<file path="src/rtl/parallel_send.sv">
// Transmit-side pattern generator: INIT marker, fixed gap, then a READY-paced burst of incrementing words.
// Optional single-word error injection is enabled by defining PARALLEL_SEND_ERRINJ_EN.
module parallel_send #(
  parameter int unsigned WORDS = 1024,
  parameter int unsigned GAP   = 4
) (
  input  logic        RSTX,
  input  logic        CLK,
  input  logic        CLR,
  input  logic        START,
  input  logic        READY,
`ifdef PARALLEL_SEND_ERRINJ_EN
  input  logic        ERR_INJ,
`endif
  output logic        INIT,
  output logic        DOPUSH,
  output logic [31:0] DOUT,
  output logic        BUSY,
  output logic        DONE,
  output logic [15:0] SENT_CNT
);

  typedef enum logic [1:0] {IDLE, S_INIT, S_GAP, S_SEND} state_t;

  localparam logic [15:0] WORDS_W = 16'(WORDS);
  localparam logic [7:0]  GAP_M1  = 8'(GAP - 1);

  state_t      state_q, state_d;
  logic [15:0] remaining_q, remaining_d;
  logic [7:0]  gap_q, gap_d;
  logic [31:0] data_cnt_q, data_cnt_d;
  logic        init_q, init_d;
  logic        dopush_q, dopush_d;
  logic [31:0] dout_q, dout_d;
  logic        last_q, last_d;
  logic        done_q, done_d;
  logic [15:0] sent_cnt_q, sent_cnt_d;
  logic        push;
  logic        inj_bit;

`ifdef PARALLEL_SEND_ERRINJ_EN
  logic err_armed_q, err_armed_d;

  // The armed flag is consumed by the push it corrupts; pulses while armed add nothing.
  always_comb begin
    err_armed_d = err_armed_q | ERR_INJ;
    if (push) err_armed_d = 1'b0;
    if (CLR)  err_armed_d = 1'b0;
  end

  always_ff @(posedge CLK or negedge RSTX) begin
    if (!RSTX) err_armed_q <= 1'b0;
    else       err_armed_q <= err_armed_d;
  end

  assign inj_bit = err_armed_q;
`else
  assign inj_bit = 1'b0;
`endif

  always_comb begin
    state_d     = state_q;
    remaining_d = remaining_q;
    gap_d       = gap_q;
    data_cnt_d  = data_cnt_q;
    init_d      = 1'b0;
    dopush_d    = 1'b0;
    dout_d      = dout_q;
    last_d      = 1'b0;
    done_d      = last_q;
    sent_cnt_d  = sent_cnt_q;
    push        = 1'b0;

    unique case (state_q)
      IDLE: begin
        if (START) begin
          state_d     = S_INIT;
          remaining_d = WORDS_W;
          sent_cnt_d  = '0;
        end
      end
      S_INIT: begin
        init_d  = 1'b1;
        gap_d   = GAP_M1;
        state_d = S_GAP;
      end
      S_GAP: begin
        if (gap_q == 8'd0) state_d = S_SEND;
        else               gap_d   = gap_q - 8'd1;
      end
      S_SEND: begin
        if (READY) begin
          push        = 1'b1;
          dopush_d    = 1'b1;
          dout_d      = data_cnt_q ^ {31'd0, inj_bit};
          data_cnt_d  = data_cnt_q + 32'd1;
          remaining_d = remaining_q - 16'd1;
          sent_cnt_d  = (sent_cnt_q == 16'hFFFF) ? sent_cnt_q : sent_cnt_q + 16'd1;
          // DONE follows one cycle after the final word is on the bus.
          if (remaining_q <= 16'd1) begin
            state_d = IDLE;
            last_d  = 1'b1;
          end
        end
      end
      default: state_d = IDLE;
    endcase

    if (CLR) begin
      state_d     = IDLE;
      remaining_d = '0;
      gap_d       = '0;
      data_cnt_d  = '0;
      init_d      = 1'b0;
      dopush_d    = 1'b0;
      dout_d      = '0;
      last_d      = 1'b0;
      done_d      = 1'b0;
      sent_cnt_d  = '0;
      push        = 1'b0;
    end
  end

  always_ff @(posedge CLK or negedge RSTX) begin
    if (!RSTX) begin
      state_q     <= IDLE;
      remaining_q <= '0;
      gap_q       <= '0;
      data_cnt_q  <= '0;
      init_q      <= 1'b0;
      dopush_q    <= 1'b0;
      dout_q      <= '0;
      last_q      <= 1'b0;
      done_q      <= 1'b0;
      sent_cnt_q  <= '0;
    end else begin
      state_q     <= state_d;
      remaining_q <= remaining_d;
      gap_q       <= gap_d;
      data_cnt_q  <= data_cnt_d;
      init_q      <= init_d;
      dopush_q    <= dopush_d;
      dout_q      <= dout_d;
      last_q      <= last_d;
      done_q      <= done_d;
      sent_cnt_q  <= sent_cnt_d;
    end
  end

  assign INIT     = init_q;
  assign DOPUSH   = dopush_q;
  assign DOUT     = dout_q;
  assign BUSY     = (state_q != IDLE);
  assign DONE     = done_q;
  assign SENT_CNT = sent_cnt_q;

endmodule
</file>
<file path="config.mk">
export PLATFORM = sky130hd
export DESIGN_NAME = parallel_send
export DESIGN_NICKNAME = d
export VERILOG_FILES = /design/src/rtl/parallel_send.sv
export SDC_FILE = /design/constraint.sdc
export NUM_CORES = 1
export LEC_CHECK = 0
export ABC_AREA = 1
export BUFFER_PORTS_ARGS = -buffer_cell sky130_fd_sc_hd__buf_4
export CORE_ASPECT_RATIO = 1.5
export CORE_UTILIZATION = 50
export DETAILED_ROUTE_END_ITERATION = 8
export PLACE_DENSITY = 0.69
export SLEW_MARGIN = 20
export SYNTH_ARGS = -nofsm -noshare
export SYNTH_HDL_FRONTEND = slang
export SYNTH_SLANG_ARGS = --single-unit
</file>
<file path="constraint.sdc">
create_clock -name CLK -period 3.4 [get_ports CLK]
set_clock_uncertainty 0.15 [all_clocks]
set_input_delay 0.34 -clock CLK [delete_from_list [all_inputs] [get_ports CLK]]
set_output_delay 0.34 -clock CLK [all_outputs]
set_load 0.05 [all_outputs]
</file>
* After elaboration in Yosys (flattened, before gate mapping)
Index checks and enable logic that the tools add are counted.
** Cells by class
- Add/sub/neg operators :: 4
- Order comparisons :: 1
- Equality and inequality tests :: 10
- Mux-type cells :: 34
- Reductions and logical operators :: 12
** Operator list (count)
- 2-to-1 mux 32 bit :: 6
- 2-to-1 mux 16 bit :: 7
- one-hot mux 16 bit (2 select lines) :: 2
- adder 32 x 1 -> 32 bit (second input constant) :: 1
- inequality test 3 bit (second input constant) :: 6
- adder 16 x 1 -> 16 bit (second input constant) :: 1
- == test 16 bit (second input constant) :: 1
- less-or-equal comparator 16 x 1 -> 1 bit (second input constant) :: 1
- 2-to-1 mux 8 bit :: 2
- one-hot mux 8 bit (2 select lines) :: 1
- subtractor 16 x 1 -> 16 bit (second input constant) :: 1
- 2-to-1 mux 1 bit :: 10
- 2-to-1 mux 2 bit :: 5
- zero test 8 bit :: 1
- one-hot mux 2 bit (4 select lines) :: 1
- AND reduction 4 bit :: 2
- subtractor 8 x 1 -> 8 bit (second input constant) :: 1
- nonzero test 2 bit :: 3
- nonzero test 3 bit :: 2
- == test 2 bit (second input constant) :: 2
- AND reduction 2 bit :: 2
- AND reduction 3 bit :: 1
- == test 2 x 1 -> 1 bit (second input constant) :: 1
- zero test 2 bit :: 1
** Storage, ports and cells
- Bits in registers :: 110
- Input port bits :: 5
- Output and inout port bits :: 52
- Logic and storage cells :: 71

* Longest topological paths before layout
Gate-level depths: netlist of the first run.
- Depth after elaboration :: 5
- Depth in mapped cells :: 11
- Gate-level depth less buffers :: 10

* Least setup slack after synthesis of the first run
Ideal clock, no wire load.
- Path kind :: register to register
- From :: reg sent_cnt_q[0] (netlist: SENT_CNT[0])
- To :: reg sent_cnt_q[0] (netlist: SENT_CNT[0])
- Arrival :: 1915 ps
- Required time :: 3184 ps
- Path slack :: 1269 ps
- Cell stages (with the launch flop) :: 9
- Buffers on the path :: 1
- Period minus slack after synthesis :: 2131 ps
- Cell sequence :: dfrtp_1 ha_1 nand2_1 nor2_1 nand3_1 o21ai_2 buf_4 nand2_1 nand2_1
** On the way
- Word-level cells in the longest chain between the ends :: 5
- Elaborated cells on any way between the ends :: 8
- Classes of those cells :: 1 x add/sub; 2 x eq/ne; 4 x mux; 1 x reduce/logical
** RTL lines
- start: declaration :: line 37 : logic [15:0] sent_cnt_q, sent_cnt_d;
- start signal: assignment :: line 146 : sent_cnt_q <= sent_cnt_d;
- adder 16 x 1 -> 16 bit :: line 98 : sent_cnt_d = (sent_cnt_q == 16'hFFFF) ? sent_cnt_q : sent_cnt_q + 16'd1;
- 2-to-1 mux 16 bit :: line 98
- 2-to-1 mux 16 bit :: line 92 : if (READY) begin
- one-hot mux 16 bit (2 select lines) :: line 74 : unique case (state_q)
- 2-to-1 mux 16 bit :: line 109 : if (CLR) begin
Parallel ways exist; a longest one is shown, timed or not. The select of a mux whose other input is x is not followed.
A chain may end at the register's enable or synchronous reset.

* Worst setup path in the final report of the first run
- From :: reg state_q[0]
- To :: reg sent_cnt_q[0] (netlist: SENT_CNT[0])
** On the way
- Word-level cells in the longest chain between the ends :: 3
- Elaborated cells on any way between the ends :: 9
- Classes of those cells :: 4 x eq/ne; 2 x mux; 3 x reduce/logical
** RTL lines
- start: declaration :: line 28 : state_t state_q, state_d;
- start signal: assignment :: line 137 : state_q <= state_d;
- == test 2 bit or zero test 2 bit (tied branches) :: line 74
- inequality test 3 bit (no line) (tied with other cells)
- AND reduction 4 bit (no line) or 2-to-1 mux 16 bit (tied branches)
Parallel ways exist; a longest one is shown, timed or not.

==> results.txt, run 1 <==
- The flow ran to the end, and the final reports show no timing, DRC or antenna violations.
- Pins over their slew limit: 0
- The final-report hold violation count is 0.
* Aggregate global routing overflow: 0
- For this run, the leading register cell type out of synthesis is sky130_fd_sc_hd__dfrtp_1.
- Number of global-route vias before repair: ~5500
- The slowest stage of the critical path belongs to the cell sky130_fd_sc_hd__nor2_2.
* Sequential fraction of the synthesis area: between 40 and 50%
- Reg power frac: between 40% and 50%
* Most frequently used cell type in the post-synthesis netlist: sky130_fd_sc_hd__nand2_1
* Critical Path Max Stage Delay: ~0.6 ns
- Before antenna repair, the detailed router went through 4 iterations.
* Worst hold-check path type: input pin to flip-flop
* Die Wd: about 90 um
- Cell type with the highest occurrence count on the critical path: sky130_fd_sc_hd__nand3_1
- Starting DRT DRC Count: just over 300
- For this design the ratio of total power to cell area is ~520 nW/um^2.
- The synthesized netlist occupies a cell area of ~6100 um^2.
- In the final design database the tool counted ~890 nets.
- Global-route wire length before repair: approximately 25000 um
- Die ar.: roughly 13000 um^2
- Launching element type of the critical path: flip-flop
* Max FO, Critical Path: 16
- Setup violation total in the final timing report: 0
* TritonCTS Buffers: 9
* Number of maximum-capacitance violations: 0
* Worst vdd rail ir drop: approximately 0.36 mV
- between 50 and 60 I/O pins were placed.
- Together, buffers and inverters on the worst path number 1.
* Number of buffers inserted by post-CTS setup repair: 0
- Counting every net in the synthesized netlist gives 833.
- Number of distinct library cell variants in the gate-level netlist after synthesis: 40
- Via-per-instance ratio: 5.43
* Port bufs: 56
- Power share of the clock group: ~29%
- The synthesized design contains 0 enable-type register cells.
- Leading post-synthesis cells by instance count: sky130_fd_sc_hd__nand2_1 (224), sky130_fd_sc_hd__nor2_1 (121), sky130_fd_sc_hd__dfrtp_1 (110)
* Core outline area: approximately 12000 um^2
* Post-synthesis sequential element count: 110
- Arrival time at the worst endpoint: about 2.7 ns
* Endpoint type of the worst setup path: flip-flop
- In this run the mean area of a mapped cell was around 7.4 um^2.
- Fin Setup TNS: 0 ns
- For this run, asynchronously set or reset flops after synthesis account for 100%.
* ANT nets after route: 0
- At the pin with the least slew margin, the transition time is approximately 0.76 ns.
- GRT Resource Usage Total: roughly a quarter
- The design draws around 3.6 mW.
- Clock-pin slew on the worst setup and hold paths: 0.07 ns
- In the final layout, the share of cells above drive strength 1 is roughly a tenth.
- In this run the static leakage power is approximately 3.2 nW.
* Number of levels in the clock H-tree: 3
- For this run, design rule violations remaining after detail routing come to 0.
- Number of cells produced by synthesis: just over 800
* Post-DP HPWL: roughly 11000 um
* Number of gates resized after cts: 0
- Cell types occupying the most area after synthesis: sky130_fd_sc_hd__dfrtp_1 (45%), sky130_fd_sc_hd__nand2_1 (14%), sky130_fd_sc_hd__nor2_1 (7.5%)
- The worst pin sits at a relative slew slack of about half.
- Chip Height: between 100 and 150 um
- The internal portion of the total power is around 2.3 mW.
- Buffers inserted to repair hold after CTS numbered 1.
* FP Rows: between 40 and 50
- Power spent charging and discharging nets: 1.31 mW
* Area of all placed cells without fillers: just under 7000 um^2
- Area Growth Syn to Fin: 13.9%
- Via Count: between 5000 and 6000
* Crit share post-route: between 70% and 80%
* Worst Path Required: roughly 3.5 ns
* Post-route worst hold slack: approximately 0.17 ns
* Worst setup path category: flip-flop to flip-flop
- The worst path in the final design needs a cycle of approximately 2.5 ns, including I/O delays and setup.
- Critical Path, Cell by Cell: ha_1 > inv_4 > nand3_1 > nand3_4 > nor2_2 > nand3_1 > nand2_1
- The placed instances occupy a cell area of between 6000 and 7000 um^2.
- Longest Clk Path Bufs: 2
* Final wirelength: between 15000 and 20000 um
* Cell chosen for the clock root: sky130_fd_sc_hd__clkbuf_16
* Final RePlAce weighted congestion: approximately 0.94
- Average wire per cell in the routed design: 15.0 um
* Max frequency: slightly below 400 MHz
- Combinational share of power: 29.4%
- Category of cells accounting for the largest share of critical-path delay: simple AND/OR/NAND/NOR gates
- Setup repair after global routing left no endpoint under its margin.
- CTS tree: built
- Syn. warnings: 0
- CTS saw 110 sinks.
- Once the floorplan was initialized, standard cells occupied 52.1% of the core.
- Number of diodes: 0
- Skew-Pair Late Insertion Delay: between 0.3 and 0.4 ns
* Finished Core Util: approximately 59%
- Entering global routing, the biggest net connects just under 60 pins.
- Of the total power, the share spent switching nets is between 30 and 40%.
* Antenna violations before repair: 0
* Cell accounting for the most synthesized area: sky130_fd_sc_hd__dfrtp_1
* Area share of the largest cell type after synthesis: a little under half
-- sequential cells by signal (all words and copies together), names as in the netlist, 2 cells and up --
register     flops
SENT_CNT        16
gap_q            8
data_cnt_q      32
state_q          2
remaining_q     16
DOUT            32
-- metrics by stage --
step | setup slack, ns | instances
5_1_grt | 0.662 | 1025
4_1_cts | 0.892 | 1025
3_3_place_gp | 0.970 | 1008
6_report | 0.862 | 1025
3_5_place_dp | 0.902 | 1008
2_1_floorplan | 1.27 | 818
-- power by group through the flow --
stage               sequential, mW  clock (mW)  combinational, mW
floorplan                     1.51           0              0.799
global placement              1.50           0               1.01
detailed placement            1.51           0               1.04
CTS                           1.49        1.08               1.05
global route                  1.50        1.13               1.19
finish                        1.49        1.05               1.06
-- worst reg2reg max path, stage by stage, from the launching register on --
cell and delay, ns:
sky130_fd_sc_hd__dfrtp_1 0.41, sky130_fd_sc_hd__ha_1 0.49, sky130_fd_sc_hd__inv_4 0.17, sky130_fd_sc_hd__nand3_1 0.16
sky130_fd_sc_hd__nand3_4 0.21, sky130_fd_sc_hd__nor2_2 0.59, sky130_fd_sc_hd__nand3_1 0.20, sky130_fd_sc_hd__nand2_1 0.10
-- cells by family (layout without fill, tap and decap cells) --
logic type               after synthesis  in the layout  synth area share, %
flip-flops                           110            110                 45.4
buffers and inverters                114            171                 7.65
AO/OA/AOI/OAI                        108            108                 10.2
adder cells (fa/ha/maj)               10             10                 2.06
XOR/XNOR                              11             11                 1.59
AND/OR/NAND/NOR                      465            465                 33.2
-- final cells by class --
class / instances / area [um^2]
fillers: 1117 / 4740
well taps: 150 / 188
repair buffers: 62 / 480
flip-flops and latches: 110 / 2750
inverters: 93 / 352
clock inverters: 6 / 61.3
multi-input cells: 594 / 2850
clock buffers: 10 / 229
-- path summary, 6_finish.rpt --
kind	start	end	slack, ns	cells past startpoint
max reg2reg	state_q[0]	SENT_CNT[0]	0.86	7
min	READY	DOUT[3]	0.17	2
max	state_q[0]	SENT_CNT[0]	0.86	7
min in group asynchronous	RSTX	DOUT[15]	0.45	2
min reg2reg	last_q	DONE	0.32	2
max in group asynchronous	RSTX	gap_q[3]	1.90	3
-- layer usage --
layer  vias up  global-route usage [%]  part of all wire [%]
met5         -                       0                     0
met4         0                    13.8                   3.9
met3        41                    3.72                   3.3
met2       145                    46.6                    52
met1      2640                    29.0                    41
li1       2736                       -                     -
-- layout by cell type, fill, tap and decap left out, drive strengths merged, types with 11 or more instances in the layout --
cell,instances
buf,61
o21ai,63
inv,94
nor3,15
a21oi,26
nand4,23
nor2,128
xor2,11
nand3,67
dfrtp,110
nand2,225
No activity file was read; power rests on OpenSTA's default activity.
==> run 2, diff against run 1 <==
--- a/config.mk
+++ b/config.mk
@@ -10,7 +10,7 @@
 export CORE_ASPECT_RATIO = 1.5
 export CORE_UTILIZATION = 50
 export DETAILED_ROUTE_END_ITERATION = 8
-export PLACE_DENSITY = 0.69
+export PLACE_DENSITY = 0.72
 export SLEW_MARGIN = 20
 export SYNTH_ARGS = -nofsm -noshare
 export SYNTH_HDL_FRONTEND = slang
==> constraint.sdc (replaced) <==
create_clock -name CLK -period 2.22 [get_ports CLK]
set_clock_uncertainty 0.15 [all_clocks]
set_input_delay 0.222 -clock CLK [delete_from_list [all_inputs] [get_ports CLK]]
set_output_delay 0.222 -clock CLK [all_outputs]
set_load 0.05 [all_outputs]
==> run 2 against run 1 <==
  * Die area did not move
  * Register-to-register slack got worse by 0.70 ns
  * Critical path depth did not move
  * Count of clock-buffer cells in the layout fell by 1
  * Design area rose by 1.9%
  * Power rose by 55%
  * Combinational power rose by 58%
  * Largest cell class unchanged
==> results.txt, run 2 (synthesis gave the netlist of run 1 again) <==
* Result of the run: complete, no violations
- In this run the horizontal extent of the chip is ~90 um.
- Number of global-route vias before repair: between 5000 and 6000
- For this design, the sink count on the clock tree is 110.
* Critical Path, Cell by Cell: ha_1 > inv_4 > nor2_8 > inv_1 > nor2_1 > inv_1 > o21ai_0
- Reg2reg path depth: 7
- For this configuration, the core starts out at a cell density of a little over half.
- First-pass detailed-route iteration total: 5
* Cell chosen for the clock root: sky130_fd_sc_hd__clkbuf_16
* Port bufs: between 50 and 60
* Worst reg2reg path startpoint: state_q[0]
- After detailed routing, the number of vias per cell comes to ~5.5.
- Setup total negative slack on the finished layout was measured at 0 ns.
- Maximum number of pins on one net before global-route repair: 48
- Die ar.: between 10000 and 15000 um^2
- Highest-delay cell along the critical path: sky130_fd_sc_hd__dfrtp_1
- Setup repair after global routing could not meet its margin everywhere.
* FP Rows: 48
- The post-route netlist has about an eighth of its cells at a drive strength greater than 1.
* Pins over their slew limit: 0
- The net count of the finished layout is 900.
* Average wire per cell in the routed design: between 15 and 20 um
* Cell depth of the worst hold path: 2
- In this run, the number of DRC markers left after iteration 0 of detailed routing was slightly below 300.
* Number of remaining DRC errors: 0
- Data on the critical path is required at its endpoint by 2.34 ns.
- Together, buffers and inverters on the worst path number 3.
* Worst flop-to-flop path endpoint: DOUT[29]
* Number of buffers inserted by post-CTS setup repair: 0
* Commonest non-fill, non-tap cell in the layout: sky130_fd_sc_hd__nand2_1
* Endpoint type of the worst setup path: flip-flop
* Least-Margin Pin Slew: 0.710 ns
* Setup violation total in the final timing report: 0
- GRT Resource Usage Total: between 20% and 30%
- Number of levels in the clock H-tree: 3
- Of all nets on the critical path, the largest fanout is 23.
- Dividing the final minimum period by the clock period gives about 93%.
- Counting along the longest clock path gives a buffer depth of 2.
* Most frequent cells in the layout: sky130_fd_sc_hd__nand2_1 (224), sky130_fd_sc_hd__nor2_1 (121), sky130_fd_sc_hd__dfrtp_1 (109), sky130_fd_sc_hd__inv_1 (91), sky130_fd_sc_hd__buf_4 (75)
* Final RePlAce weighted congestion: between 0.9 and 1
- Setup slack closes at between 0.15 and 0.2 ns.
- Worst R2R Setup Slack: approximately 0.16 ns
- Final critical path time including I/O delays and setup: 2.06 ns
* Category of cells accounting for the largest share of critical-path delay: buffers and inverters
- Number of failing hold endpoints at the final stage: 0
- Cell type with the highest occurrence count on the critical path: sky130_fd_sc_hd__inv_1
* Critical Path Max Stage Delay: around 0.40 ns
- At the later pin of the worst-skew pair, clock insertion delay measures between 0.3 and 0.4 ns.
- The path with the worst hold slack has its endpoint at DOUT[13].
- For this run, the top clock speed supported by timing is 486 MHz.
- In this run the tightest slew margin relative to its limit is 52.6%.
* Launching element type of the critical path: flip-flop
* Leak Pwr: roughly 3.3 nW
- TritonCTS built the clock tree.
* Via Count: 5675
* Footprint of the multi-input gates: roughly 2900 um^2
- After detailed placement, the design holds a cell count of 1023.
- Clock-pin slew on the worst setup and hold paths: about 0.070 ns
- Reg area: between 2000 and 3000 um^2
- IR analysis of the VDD net gives a maximum drop of 0.499 mV.
* Global-route wire length before repair: around 26000 um
- Antenna violations before repair: 0
- After filler insertion, the fill cell instance count of the layout stands at between 1000 and 1500.
* Min-Delay Startpoint: READY
* Number of top-level design ports: 57
- Max-cap violations in this run came to 0.
- Compared with the post-synthesis result, the final layout area differs by 16.2%.
- The tightest min-delay check is of the input pin to flip-flop type.
- ANT nets after route: 0
- After global routing the overflow that remains totals 0.
* Post-DP HPWL: roughly 12000 um
- The finished layout holds around 1000 standard cells, fillers aside.
* Number of diodes: 0
- Summing internal, switching and leakage power gives between 5 and 6 mW.
- Dividing total power by cell area gives a power density of around 790 nW/um^2.
- The floorplan step set the die height to 137 um.
* Arrival time at the worst endpoint: about 2.2 ns
- OpenSTA, run right after detailed placement, puts the worst setup slack at between 0.02 and 0.03 ns.
- Final wirelength: about 16000 um
* Core outline area: between 10000 and 15000 um^2
- Worst setup path category: flip-flop to flip-flop
* TritonCTS Buffers: 9
[run 2: worst max path at each step]
stage | startpoint | to | slack [ns] | cells past startpoint
6_report | state_q[0] | DOUT[29] | 0.16 | 7
2_1_floorplan | SENT_CNT[0] | SENT_CNT[0] | 0.09 | 8
3_5_place_dp | state_q[0] | SENT_CNT[12] | 0.03 | 7
5_1_grt | state_q[0] | DOUT[5] | -0.02 | 7
3_3_place_gp | state_q[0] | SENT_CNT[0] | 0.15 | 7
4_1_cts | state_q[0] | SENT_CNT[12] | 0.008 | 7
[run 2: final cells by class]
| cell class | count | share of cell area, % |
|---|---|---|
| flip-flops and latches | 110 | 39.1 |
| clock buffers | 9 | 3.20 |
| well taps | 150 | 2.66 |
| clock inverters | 6 | 0.995 |
| multi-input cells | 594 | 40.6 |
| inverters | 93 | 4.99 |
| repair buffers | 77 | 8.42 |
[run 2: worst register-to-register path, stage by stage, from the launching register on]
cell	delay (ns)
sky130_fd_sc_hd__dfrtp_1	0.40
sky130_fd_sc_hd__ha_1	0.35
sky130_fd_sc_hd__inv_4	0.09
sky130_fd_sc_hd__nor2_8	0.13
sky130_fd_sc_hd__inv_1	0.05
sky130_fd_sc_hd__nor2_1	0.15
sky130_fd_sc_hd__inv_1	0.34
sky130_fd_sc_hd__o21ai_0	0.31
[run 2: repair_timing]
| action | 4_1_cts | 5_1_grt |
|---|---|---|
| endpoints found under the hold margin | 34 | 0 |
| setup endpoints to repair | 0 | 18 |
| hold buffers | 1 | 0 |
| resized for setup | 0 | 4 |
[run 2: routing by layer]
| metal | routed length (um) | track usage (%) |
|---|---|---|
| met5 | 0 | 0 |
| met4 | 448 | 12.8 |
| met3 | 582 | 3.33 |
| met2 | 8460 | 48.8 |
| met1 | 6160 | 30.4 |
[run 2: report_power, final]
part	switching [mW]	internal, mW	leakage, nW
Combinational	1.13	0.544	1.66
Clock	0.766	0.880	0.146
Sequential	0.118	2.15	1.52
Total	2.02	3.58	3.32
[run 2: metrics by stage]
| stage | util (%) | instance area, um^2 | hold WS, ns |
|---|---|---|---|
| after floorplan | - | 6060 | -0.224 |
| after global placement | 57.7 | 6720 | 0.0741 |
| after detailed placement | 57.7 | 6720 | 0.0784 |
| after CTS | 60.3 | 7030 | 0.0323 |
| after global routing | 60.5 | 7040 | 0.0362 |
| final | 60.5 | 7040 | 0.0334 |
